==> src/rtl/rr_merge_type.sv <==
// Round-robin N-to-1 merge with a separate winner-index channel.
// Data and index complete independently; the grant stays locked until both have.
module rr_merge_type #(
    parameter int SIZE       = 2,
    parameter int DATA_TYPE  = 32,
    parameter int INDEX_TYPE = 1
) (
    input  logic                      clk,
    input  logic                      rst,
    input  logic [SIZE*DATA_TYPE-1:0] ins,
    input  logic [SIZE-1:0]           ins_valid,
    output logic [SIZE-1:0]           ins_ready,
    output logic [DATA_TYPE-1:0]      outs,
    output logic                      outs_valid,
    input  logic                      outs_ready,
    output logic [INDEX_TYPE-1:0]     index,
    output logic                      index_valid,
    input  logic                      index_ready
);

    logic [INDEX_TYPE-1:0] rr_ptr;
    logic [INDEX_TYPE-1:0] lock_idx;
    logic [INDEX_TYPE-1:0] sel;
    logic [INDEX_TYPE-1:0] nxt_ptr;
    logic                  lock;
    logic                  sent_data;
    logic                  sent_index;
    logic                  any;
    logic                  done_d;
    logic                  done_i;
    logic                  fire;
    logic                  found;
    int                    j;

    // Scan from rr_ptr with wrap; a locked grant overrides the scan.
    always_comb begin
        sel   = rr_ptr;
        found = 1'b0;
        j     = 0;
        if (lock) begin
            sel = lock_idx;
        end else begin
            for (int k = 0; k < SIZE; k++) begin
                j = int'(rr_ptr) + k;
                if (j >= SIZE) j = j - SIZE;
                if (!found && ins_valid[j]) begin
                    sel   = INDEX_TYPE'(j);
                    found = 1'b1;
                end
            end
        end
    end

    assign any         = ~rst & ins_valid[sel];
    assign outs        = ins[int'(sel)*DATA_TYPE +: DATA_TYPE];
    assign index       = sel;
    assign outs_valid  = any & ~sent_data;
    assign index_valid = any & ~sent_index;
    assign done_d      = sent_data | (outs_valid & outs_ready);
    assign done_i      = sent_index | (index_valid & index_ready);
    assign fire        = any & done_d & done_i;
    assign nxt_ptr     = (int'(sel) == SIZE - 1) ? '0 : sel + INDEX_TYPE'(1);

    always_comb begin
        ins_ready      = '0;
        ins_ready[sel] = fire;
    end

    always_ff @(posedge clk or posedge rst) begin
        if (rst) begin
            rr_ptr     <= '0;
            lock       <= 1'b0;
            lock_idx   <= '0;
            sent_data  <= 1'b0;
            sent_index <= 1'b0;
        end else if (fire) begin
            rr_ptr     <= nxt_ptr;
            lock       <= 1'b0;
            sent_data  <= 1'b0;
            sent_index <= 1'b0;
        end else if (any) begin
            lock       <= 1'b1;
            lock_idx   <= sel;
            sent_data  <= done_d;
            sent_index <= done_i;
        end
    end

endmodule

==> config.mk <==
export PLATFORM = sky130hd
export DESIGN_NAME = rr_merge_type
export DESIGN_NICKNAME = d
export VERILOG_FILES = /design/src/rtl/rr_merge_type.sv
export SDC_FILE = /design/constraint.sdc
export NUM_CORES = 1
export LEC_CHECK = 0
export CAP_MARGIN = 10
export CORE_MARGIN = 2
export CORE_UTILIZATION = 23
export CTS_CLUSTER_SIZE = 8
export DETAILED_ROUTE_END_ITERATION = 8
export PLACE_DENSITY = 0.8
export SETUP_SLACK_MARGIN = 0.4
export SLEW_MARGIN = 30
export SYNTH_ARGS = -nofsm -noshare
export SYNTH_HDL_FRONTEND = slang
export SYNTH_SLANG_ARGS = --single-unit
==> constraint.sdc <==
create_clock -name clk -period 2.5 [get_ports clk]
set_input_delay 0.5 -clock clk [delete_from_list [all_inputs] [get_ports clk]]
set_output_delay 0.5 -clock clk [all_outputs]
set_load 0.01 [all_outputs]
Word-level counts from Yosys, hierarchy flattened:

Cells that the tools add are included.

* mux-type cells: 26
* shift-type cells: 1
* add/sub/neg operators: 4
* bitwise operators: 14
* $lt $le $gt $ge: 6
* reductions and logical operators: 5

Operator list (number)
* $mux W32: 4
* $lt A32 B3 Y1 const B: 2
* $shiftx A64 B7 Y32: 1
* $mux W1: 21
* $and A1 B1 Y1: 7
* $not A1 Y1: 4
* $sub A1 B2 Y3 const B: 1
* $sub A2 B2 Y3 const B: 1
* $add A1 B1 Y2 const B: 1
* $and A2 B2 Y2: 1
* $ge A1 B2 Y1 const B: 1
* $ge A2 B2 Y1 const B: 1
* $logic_and A1 B1 Y1: 2
* $lt A1 B2 Y1 const B: 1
* $or A1 B1 Y1: 2
* $reduce_and A2 Y1: 1
* $reduce_bool A2 Y1: 1
* $add A1 B1 Y1 const B: 1
* $demux W1 S1: 1
* $ge A1 B1 Y1 const B: 1
* $logic_not A1 Y1: 1

* register bits: 5
* input bits: 70
* logic and storage cells: 61
* output and inout port bits: 37

Longest topological paths before layout:

Gate-level depths: netlist of run 1.

* depth in word-level cells: 22
* depth in mapped cells: 4
* gate-level depth less buffers: 3

Least setup slack after synthesis of run 1:

No wires, ideal clock.

* kind: input to output
* start point: input ins_valid[0]
* end point: output outs[25]
* arrival: 1628 ps
* stages on the path: 4
* path buffers: 1
* data required time: 2000 ps
* setup slack: 372 ps
* cell sequence: a21boi_2 > o31ai_4 > buf_6 > mux2_1

* cells in the longest elaborated chain, start to end: 10
* elaborated cells between the ends (all ways): 14

Ends and longest elaborated chain
* start: declaration: RTL line 11 `input logic [SIZE-1:0] ins_valid,`
* $mux W1 (implied by the code) (3 in a row): RTL line 46 `if (!found && ins_valid[j]) begin`
* $mux W1: RTL line 46
* $mux W1: RTL line 40 `if (lock) begin`
* $logic_not A1 Y1: RTL line 46
* $logic_and A1 B1 Y1: RTL line 46
* $mux W1 *: RTL line 46
* $mux W1 *: RTL line 40
* named net index: RTL line 16 `output logic [INDEX_TYPE-1:0] index,`
* $shiftx A64 B7 Y32 *: RTL line 55 `assign outs = ins[int'(sel)*DATA_TYPE +: DATA_TYPE];`
* end: declaration: RTL line 13 `output logic [DATA_TYPE-1:0] outs,`

Mark *: on every way through the listed nets, which the timed path passes. The rest lies on a longest branch. The select of a mux whose other input is x is not followed.

Final worst setup path of run 1:

* start point: register rr_ptr
* end point: output outs[9]

* cells in the longest elaborated chain, start to end: 13
* elaborated cells between the ends (all ways): 23

Ends and longest elaborated chain
* start: declaration: RTL line 21 `logic [INDEX_TYPE-1:0] rr_ptr;`
* start signal: assignment: RTL line 77 `rr_ptr <= nxt_ptr;`
* $sub A1 B2 Y3 or $ge A1 B2 Y1 (tied branches): RTL line 45 `if (j >= SIZE) j = j - SIZE;`
* $mux W32: RTL line 45
* $mux W32: RTL line 40
* $mux W1 (implied by the code) (3 in a row): RTL line 46
* $mux W1: RTL line 46
* $mux W1: RTL line 40
* $logic_not A1 Y1: RTL line 46
* $logic_and A1 B1 Y1: RTL line 46
* $mux W1 *: RTL line 46
* $mux W1 *: RTL line 40
* $shiftx A64 B7 Y32 *: RTL line 55

Mark *: on every way between the ends. The rest lies on a longest branch, timed or not. The select of a mux whose other input is x is not followed.

==> impl_metrics.tcl, run 1 <==
set metrics [dict create \
    status "complete, no violations" \
    fin_crit_ns 2.40 \
    rsz0062_at_grt "yes" \
    synth_cells 68 \
    p_per_area_nw_per_um2 1120 \
    wl_per_cell_um 21.9 \
    finalWirelength_um 5530 \
    synth_area_sq_um 731 \
    skew_ns 0.00758 \
    worstPathMaxFanout 6 \
    cts_tree "built" \
    track_usage_pct 25.3 \
    criticalPathCategory "reg -> out" \
    drive_gt1_share_pct 56.7 \
    clk_latency_ns 0.25 \
    tightestPinTransition_ns 0.337 \
    die_w_um 60.4 \
    yosysSeqAreaShare_pct 17.1 \
    cts.clk_slew.worst_paths_ns 0.05 \
    synthTopCellsByArea "mux2_2 48%, dfrtp_1 17%, o2111ai_1 4.8%, buf_6 4.6%, mux2_1 4.6%" \
    synth_warnings 0 \
    dp_hpwl_um 3260 \
    arrival_ns 1.90 \
    grt_pass1_vias 1200 \
    vias 1258 \
    clock_path_buffers 2 \
    slew_violations 0 \
    h-tree-depth 1 \
    ant_nets 0 \
    grt_pass1_wl_um 6580 \
    core_sq_um 3030 \
    numCtsBuffers 3 \
    p_leak_nw 1.12 \
    cts.sinks 5 \
    cp-start-kind "register" \
    worst_setup_path_end_kind "output port" \
    relSlewSlack_pct 77.5 \
    initial_core_util_pct 24.1 \
    layout_commonest_cell "clkdlybuf4s50_1" \
    finish.utilization_pct 78.4 \
    fmax_mhz 417 \
    synth.avg_cell_area_sq_um 10.7 \
    dieArea_sq_um 3640 \
    ctsHoldBuffers 0 \
    syn_to_final_growth_pct 225 \
    setup_violations 0 \
    cts-root-buf "clkbuf_4" \
    post_drt_via_cell_ratio 4.99 \
    maxCapViolations 0 \
    drt_iter0_drc 49 \
    holdWs_ns 0.561 \
    grt_overflow 0 \
    hold_class "in -> async" \
    layout.nets 279 \
    rows 20 \
    crit_required_ns 2.00 \
    synth.net_count 138 \
    die-height_um 60.4 \
    final_cell_mix "67 x clkdlybuf4s50_1, 47 x buf_6, 32 x mux2_4, 14 x buf_4, 5 x nor2_1" \
    yosys.area.top_type "mux2_2" \
    grt_max_degree 13 \
    yosysTopAreaCellShare_pct 47.8 \
    ir_drop_uv 571 \
    final_hold_viol_count 0 \
    synth-seq-cells 5 \
    drtPass1Iterations 4 \
    gp_congestion 0.882 \
    io_buffers 106 \
    n_antenna_cell 0 \
    period_share_pct 95.8 \
    antenna_found_initial 0 \
    yosysUniqueCellTypes 19 \
    drc 0 \
    io_pins 107 \
]
per-layer routing:
| layer | share of wire, % | vias to the layer above | GRT usage (%) | wire length (um) |
|---|---|---|---|---|
| li1 | - | 540 | - | - |
| met4 | 3.7 | 0 | 10.5 | 204 |
| met1 | 36 | 619 | 27.7 | 2000 |
| met5 | 0 | - | 0 | 0 |
| met3 | 8.9 | 20 | 6.82 | 493 |
| met2 | 51 | 79 | 45.7 | 2830 |
synth_stat cells (all sizes together):
master   instances
a21boi           2
a2bb2oi          2
buf              3
dfrtp            5
inv              4
mux2            34
mux2i            1
nand2            1
nor2             6
nor2b            1
o2111ai          4
o211ai           1
o22a             1
o22ai            1
o31ai            1
or3b             1
timing repair:
item,CTS,global route
cloned,3,1
pin swaps,1,2
gates resized for setup,205,38
setup buffers,11,5
setup endpoints to repair,37,37
endpoints found under the hold margin,0,0
logic make-up after synthesis:
group | Yosys count | share of synthesized area, %
buffers and inverters | 7 | 6.68
AO/OA/AOI/OAI | 12 | 16.4
flip-flops | 5 | 17.1
multiplexers | 35 | 53.8
AND/OR/NAND/NOR | 9 | 5.99
final cells by class:
class,count,area (sq um)
tap,44,55.1
sequential,5,128
inverter,4,15.0
multi-input combinational,56,696
fill,163,653
timing repair buffer,139,1460
clock buffer,4,26.3
power breakdown:
group | internal, mW | switching [mW]
combinational | 1.55 | 0.838
sequential | 0.125 | 0.0632
clock | 0.0605 | 0.0357
stage by stage:
stage	area, sq um	setup TNS, ns	total power [mW]	setup slack [ns]	std cells
global placement	1940	-14.45	1.57	-0.439	228
floorplan	746	0	0.918	0.372	68
global route	2370	0	2.76	0.0669	252
CTS	2190	0	2.25	0.119	246
detailed placement	1940	-15.75	1.61	-0.482	228
finish	2370	0	2.67	0.104	252
final timing paths:
kind / slack, ns / depth (start not counted) / endpoint / start
worst min register to register: 0.58 / 1 / lock_idx$_DFFE_PP0P_ / lock_idx$_DFFE_PP0P_
worst max-delay path: 0.10 / 7 / outs[9] / rr_ptr$_DFFE_PP0P_
worst min-delay path: 0.56 / 3 / lock_idx$_DFFE_PP0P_ / rst
worst max register to register: 0.86 / 7 / lock_idx$_DFFE_PP0P_ / rr_ptr$_DFFE_PP0P_
min in group clk: 0.58 / 1 / lock_idx$_DFFE_PP0P_ / lock_idx$_DFFE_PP0P_
max in group asynchronous: 1.80 / 3 / lock$_DFFE_PP0P_ / rst
state kept, by name (all words and copies together) (netlist names):
register,flops
lock,1
lock_idx,1
rr_ptr,1
sent_data,1
sent_index,1
critical path, stage by stage, from the launching register on:
cell     delay (ns)
dfrtp_2        0.43
nor2_4         0.06
o31ai_4        0.33
buf_6          0.17
buf_12         0.10
buf_16         0.12
mux2_4         0.31
buf_6          0.13
No activity file was read; power rests on OpenSTA's default activity.
==> inputs of run 2 (changes only) <==
CORE_MARGIN = 4   (was 2)
TNS_END_PERCENT = 20   (was not set)
clock period = 2.37 ns   (was 2.5 ns; I/O delays follow)
==> impl_metrics.tcl, run 2 (synthesis gave the netlist of run 1 again) <==
set metrics [dict create \
    h-tree-depth 1 \
    clock_path_buffers 2 \
    layout.nets 270 \
    gp_congestion 0.896 \
    grt_pass1_wl_um 6350 \
    rsz0062_at_grt "yes" \
    fmax_mhz 428 \
    cts-root-buf "clkbuf_4" \
    antenna_found_initial 0 \
    slew_violations 0 \
    power_frac_comb_pct 88.3 \
    dp_hpwl_um 3290 \
    switchingPower_mw 0.845 \
    ir_drop_uv 550 \
    layout_commonest_cell "clkdlybuf4s50_1" \
    clk_latency_ns 0.24 \
    ant_nets 0 \
    finalWirelength_um 4390 \
    cts.sinks 5 \
    rows 20 \
    dpl_cell_area_sq_um 1960 \
    crit_slowest_cell "dfrtp_1" \
    p_per_area_nw_per_um2 1090 \
    syn_to_final_growth_pct 203 \
    skew_ns 0.00178 \
    grt_max_degree 10 \
    setup_ws_ns 0.0356 \
    track_usage_pct 19.8 \
    hold_class "reg -> reg" \
    r2r-start "rr_ptr$_DFFE_PP0P_" \
    design_area_sq_um 2210 \
    drt_iter0_drc 50 \
    cts.clk_slew.worst_paths_ns 0.04 \
    slowest_delay_ns 0.42 \
    final_cell_mix "67 x clkdlybuf4s50_1, 28 x buf_6, 20 x mux2_4, 16 x buf_2, 14 x mux2_2" \
    min_to "lock_idx$_DFFE_PP0P_" \
    finalSetupTns_ns 0 \
    initial_core_util_pct 23.9 \
    worstPathMaxFanout 5 \
    seq_power_share_pct 7.8 \
    tightestPinTransition_ns 0.492 \
    core_sq_um 3050 \
    drtPass1Iterations 3 \
    finish.utilization_pct 72.5 \
    worst_hold_startpoint "lock_idx$_DFFE_PP0P_" \
    die_w_um 64.4 \
    post_drt_via_cell_ratio 4.49 \
    dieArea_sq_um 4140 \
    arrival_ns 1.86 \
    power_mw 2.42 \
    clock_power_share_pct 3.9 \
    worst_setup_path_end_kind "output port" \
    n_antenna_cell 0 \
    setup_violations 0 \
    grt_pass1_vias 1218 \
    wl_per_cell_um 18.0 \
    die-height_um 64.4 \
    fin_crit_ns 2.33 \
    worst_path_most_repeated_cell "buf_6" \
    status "complete, no violations" \
    swShare_pct 34.9 \
    criticalPathCategory "reg -> out" \
    p_int_mw 1.58 \
    rrSetupSlack_ns 0.72 \
    numCtsBuffers 3 \
    maxCapViolations 0 \
    grt_overflow 0 \
    relSlewSlack_pct 67.2 \
    ctsHoldBuffers 0 \
    vias 1091 \
    final_hold_viol_count 0 \
    cts_tree "built" \
    period_share_pct 98.5 \
    r2r-end "lock_idx$_DFFE_PP0P_" \
    drive_gt1_share_pct 54.3 \
    p_leak_nw 1.01 \
    crit_required_ns 1.90 \
    cp_cell_sequence "nor2_2 > o31ai_4 > buf_6 > buf_6 > buf_12 > buf_16 > mux2_4 > buf_6" \
    io_pins 107 \
    whs_path_depth 1 \
    pre_cts_slack_ns -0.587 \
    io_buffers 106 \
    cp-start-kind "register" \
    rr_worst_depth 8 \
    drc 0 \
]
run 2: routing by layer:
| metal | track usage (%) | vias to the layer above | wire length [um] |
|---|---|---|---|
| li1 | - | 525 | - |
| met3 | 3.87 | 6 | 318 |
| met4 | 6.07 | 0 | 57 |
| met2 | 37.8 | 48 | 2320 |
| met5 | 0 | - | 0 |
| met1 | 21.6 | 512 | 1690 |
run 2: critical path: cells and delay by family, from the launching register on:
kind	cells	cell delay [ns]
simple gates	1	0.07
buf+inv	5	0.56
compound gates	1	0.25
mux	1	0.31
flops	1	0.42
run 2: stage by stage:
| step | hold slack, ns | instances |
|---|---|---|
| 6_report | 0.567 | 243 |
| 5_1_grt | 0.618 | 243 |
| 4_1_cts | 0.564 | 243 |
| 3_5_place_dp | 0.546 | 229 |
| 3_3_place_gp | 0.536 | 229 |
| 2_1_floorplan | 0.300 | 68 |
run 2: power by group through the flow:
stage | Combinational, mW | Clock (mW) | Sequential, mW
final | 2.14 | 0.0947 | 0.189
after global routing | 2.24 | 0.102 | 0.199
after CTS | 1.98 | 0.102 | 0.183
after detailed placement | 1.54 | 0 | 0.183
after global placement | 1.52 | 0 | 0.179
after floorplan | 0.789 | 0 | 0.172
run 2: layout make-up:
type	count	area [sq um]
timing repair buffer	130	1330
fill	223	840
multi-input combinational	56	663
sequential	5	126
tap	44	55.1
clock buffer	4	26.3
inverter	4	15.0
run 2: worst max-delay path by stage:
stage	to	slack, ns	startpoint
floorplan	outs[25]	0.31	ins_valid[0]
detailed placement	outs[30]	-0.59	ins_valid[1]
global route	outs[7]	-0.04	rr_ptr$_DFFE_PP0P_
CTS	outs[21]	0.04	rr_ptr$_DFFE_PP0P_
global placement	outs[16]	-0.59	ins_valid[1]
finish	outs[7]	0.04	rr_ptr$_DFFE_PP0P_
run 2: what timing repair did:
action / 4_1_cts / 5_1_grt
endpoints found under the setup margin: 39 / 37
setup buffers: 6 / 0
gates resized for setup: 176 / 35
gates cloned: 4 / 0
pin swaps: 1 / 5
==> inputs of run 3 (changes only) <==
CELL_PAD_IN_SITES_DETAIL_PLACEMENT = 0   (was not set)
CELL_PAD_IN_SITES_GLOBAL_PLACEMENT = 1   (was not set)
CORE_UTILIZATION = 15   (was 23)
PLACE_DENSITY = 0.83   (was 0.8)
clock period = 2.54 ns   (was 2.37 ns; I/O delays follow)
==> impl_metrics.tcl, run 3 (synthesis gave the netlist of run 1 again) <==
set metrics [dict create \
    status "complete, no violations" \
    met2_usage_pct 21.4 \
    crit_slowest_cell "mux2_4" \
    r2r-start "lock$_DFFE_PP0P_" \
    worst_setup_path_end_kind "output port" \
    n_antenna_cell 0 \
    grt_use_met1_pct 12.3 \
    layout_commonest_cell "clkdlybuf4s50_1" \
    post_drt_via_cell_ratio 4.11 \
    dp_cells 250 \
    clk_latency_ns 0.22 \
    rows 25 \
    ant_nets 0 \
    io_buffers 106 \
    maxCapViolations 0 \
    arrival_ns 1.79 \
    gp_congestion 0.692 \
    rsz0062_at_grt "yes" \
    criticalPathCategory "in -> out" \
    wl_per_cell_um 14.0 \
    slew_violations 0 \
    pre_cts_slack_ns -0.430 \
    slowest_delay_ns 0.30 \
    core_sq_um 4720 \
    tightestPinTransition_ns 0.257 \
    drt_iter0_drc 9 \
    die_w_um 77.8 \
    antenna_found_initial 0 \
    p_per_area_nw_per_um2 982 \
    numCtsBuffers 3 \
    layoutNonFillerInstCount 264 \
    relSlewSlack_pct 82.9 \
    gr-usage-met3_pct 4.64 \
    clock_path_buffers 2 \
    dp_hpwl_um 2840 \
    period_share_pct 90.3 \
    worst_path_most_repeated_cell "buf_6" \
    finish.utilization_pct 47.0 \
    whs_path_depth 1 \
    io_pins 107 \
    setup_violations 0 \
    ctsHoldBuffers 0 \
    rr_worst_depth 4 \
    worstPathMaxFanout 7 \
    die-height_um 77.8 \
    ir_drop_uv 459 \
    setup_ws_ns 0.246 \
    power_mw 2.18 \
    hold_class "reg -> reg" \
    r2r-end "lock$_DFFE_PP0P_" \
    p_leak_nw 1.01 \
    layout.nets 268 \
    syn_to_final_growth_pct 204 \
    cts.sinks 5 \
    drive_gt1_share_pct 49.7 \
    initial_core_util_pct 15.5 \
    drtPass1Iterations 2 \
    final_cell_mix "67 x clkdlybuf4s50_1, 27 x buf_6, 21 x mux2_4, 12 x mux2_2, 12 x buf_4" \
    grt_pass1_wl_um 5530 \
    cts.clk_slew.worst_paths_ns 0.03 \
    min_to "lock_idx$_DFFE_PP0P_" \
    grt_overflow 0 \
    worst_hold_startpoint "lock_idx$_DFFE_PP0P_" \
    finalWirelength_um 3690 \
    skew_ns 0.000829 \
    dieArea_sq_um 6050 \
    cp_cell_sequence "buf_2 > nor2_2 > o31ai_4 > buf_4 > buf_6 > buf_16 > mux2_4 > buf_6" \
    cp-start-kind "primary input" \
    h-tree-depth 1 \
    grt_max_degree 8 \
    final_hold_viol_count 0 \
    cts-root-buf "clkbuf_8" \
    crit_required_ns 2.03 \
    fin_crit_ns 2.29 \
    cts_tree "built" \
    grt_pass1_vias 1152 \
    fmax_mhz 436 \
    busiest_layer "met2" \
    rrSetupSlack_ns 0.88 \
    track_usage_pct 11.5 \
    drc 0 \
    vias 1086 \
]
## run 3: cell types whose count changed in the layout (fill, tap and decap cells not counted), moves of 2 or more
| cell | delta |
|---|---|
| dlygate4sd2_1 | +4 |
| clkbuf_4 | -3 |
| clkbuf_8 | +3 |
| mux2_2 | -2 |
| buf_2 | -7 |
| nor2_2 | -2 |
| nor2_1 | +2 |
| clkdlybuf4s15_1 | +2 |
## run 3: layout make-up
type                    instances  area, sq um
flip-flops and latches          5          128
fillers                       452         2500
repair buffers                128         1300
clock buffers                   4         45.0
well taps                      67         83.8
inverters                       4         15.0
multi-input cells              56          649
## run 3: routing by layer
metal	share of wire (%)	wire length, um
met5	0	0
met4	0.27	10
met3	13	468
met2	49	1810
met1	38	1400
## run 3: how the worst max path moves through the flow
stage	from	to	slack, ns
final	ins_valid[1]	outs[24]	0.25
after detailed placement	ins_valid[1]	outs[14]	-0.43
after global placement	ins_valid[1]	outs[5]	-0.42
after floorplan	ins_valid[0]	outs[25]	0.40
after CTS	ins_valid[0]	outs[24]	0.20
after global routing	lock$_DFFE_PP0P_	outs[29]	0.17
## run 3: where the power goes
part / switching (mW) / leakage, nW / internal (mW)
logic: 0.653 / 0.926 / 1.21
registers: 0.0535 / 0.0576 / 0.123
clock network: 0.0355 / 0.0228 / 0.107
## run 3: what timing repair did
action                     CTS  global route
setup endpoints to repair   37            37
setup buffers                7             0
pin swaps                    1             1
gates cloned                 3             0
gates resized for setup    184             8
## run 3: worst max-delay path: cells and delay by family
family          cells  cell delay [ns]
compound gates      1             0.24
simple gates        1             0.06
mux                 1             0.30
buf+inv             5             0.66
## run 3: stage by stage
step	setup TNS, ns	instance area, sq um	hold slack [ns]
floorplan	0	731	0.334
global placement	-14.14	1940	0.538
detailed placement	-14.66	1940	0.550
CTS	0	2200	0.562
global route	0	2220	0.582
finish	0	2220	0.563
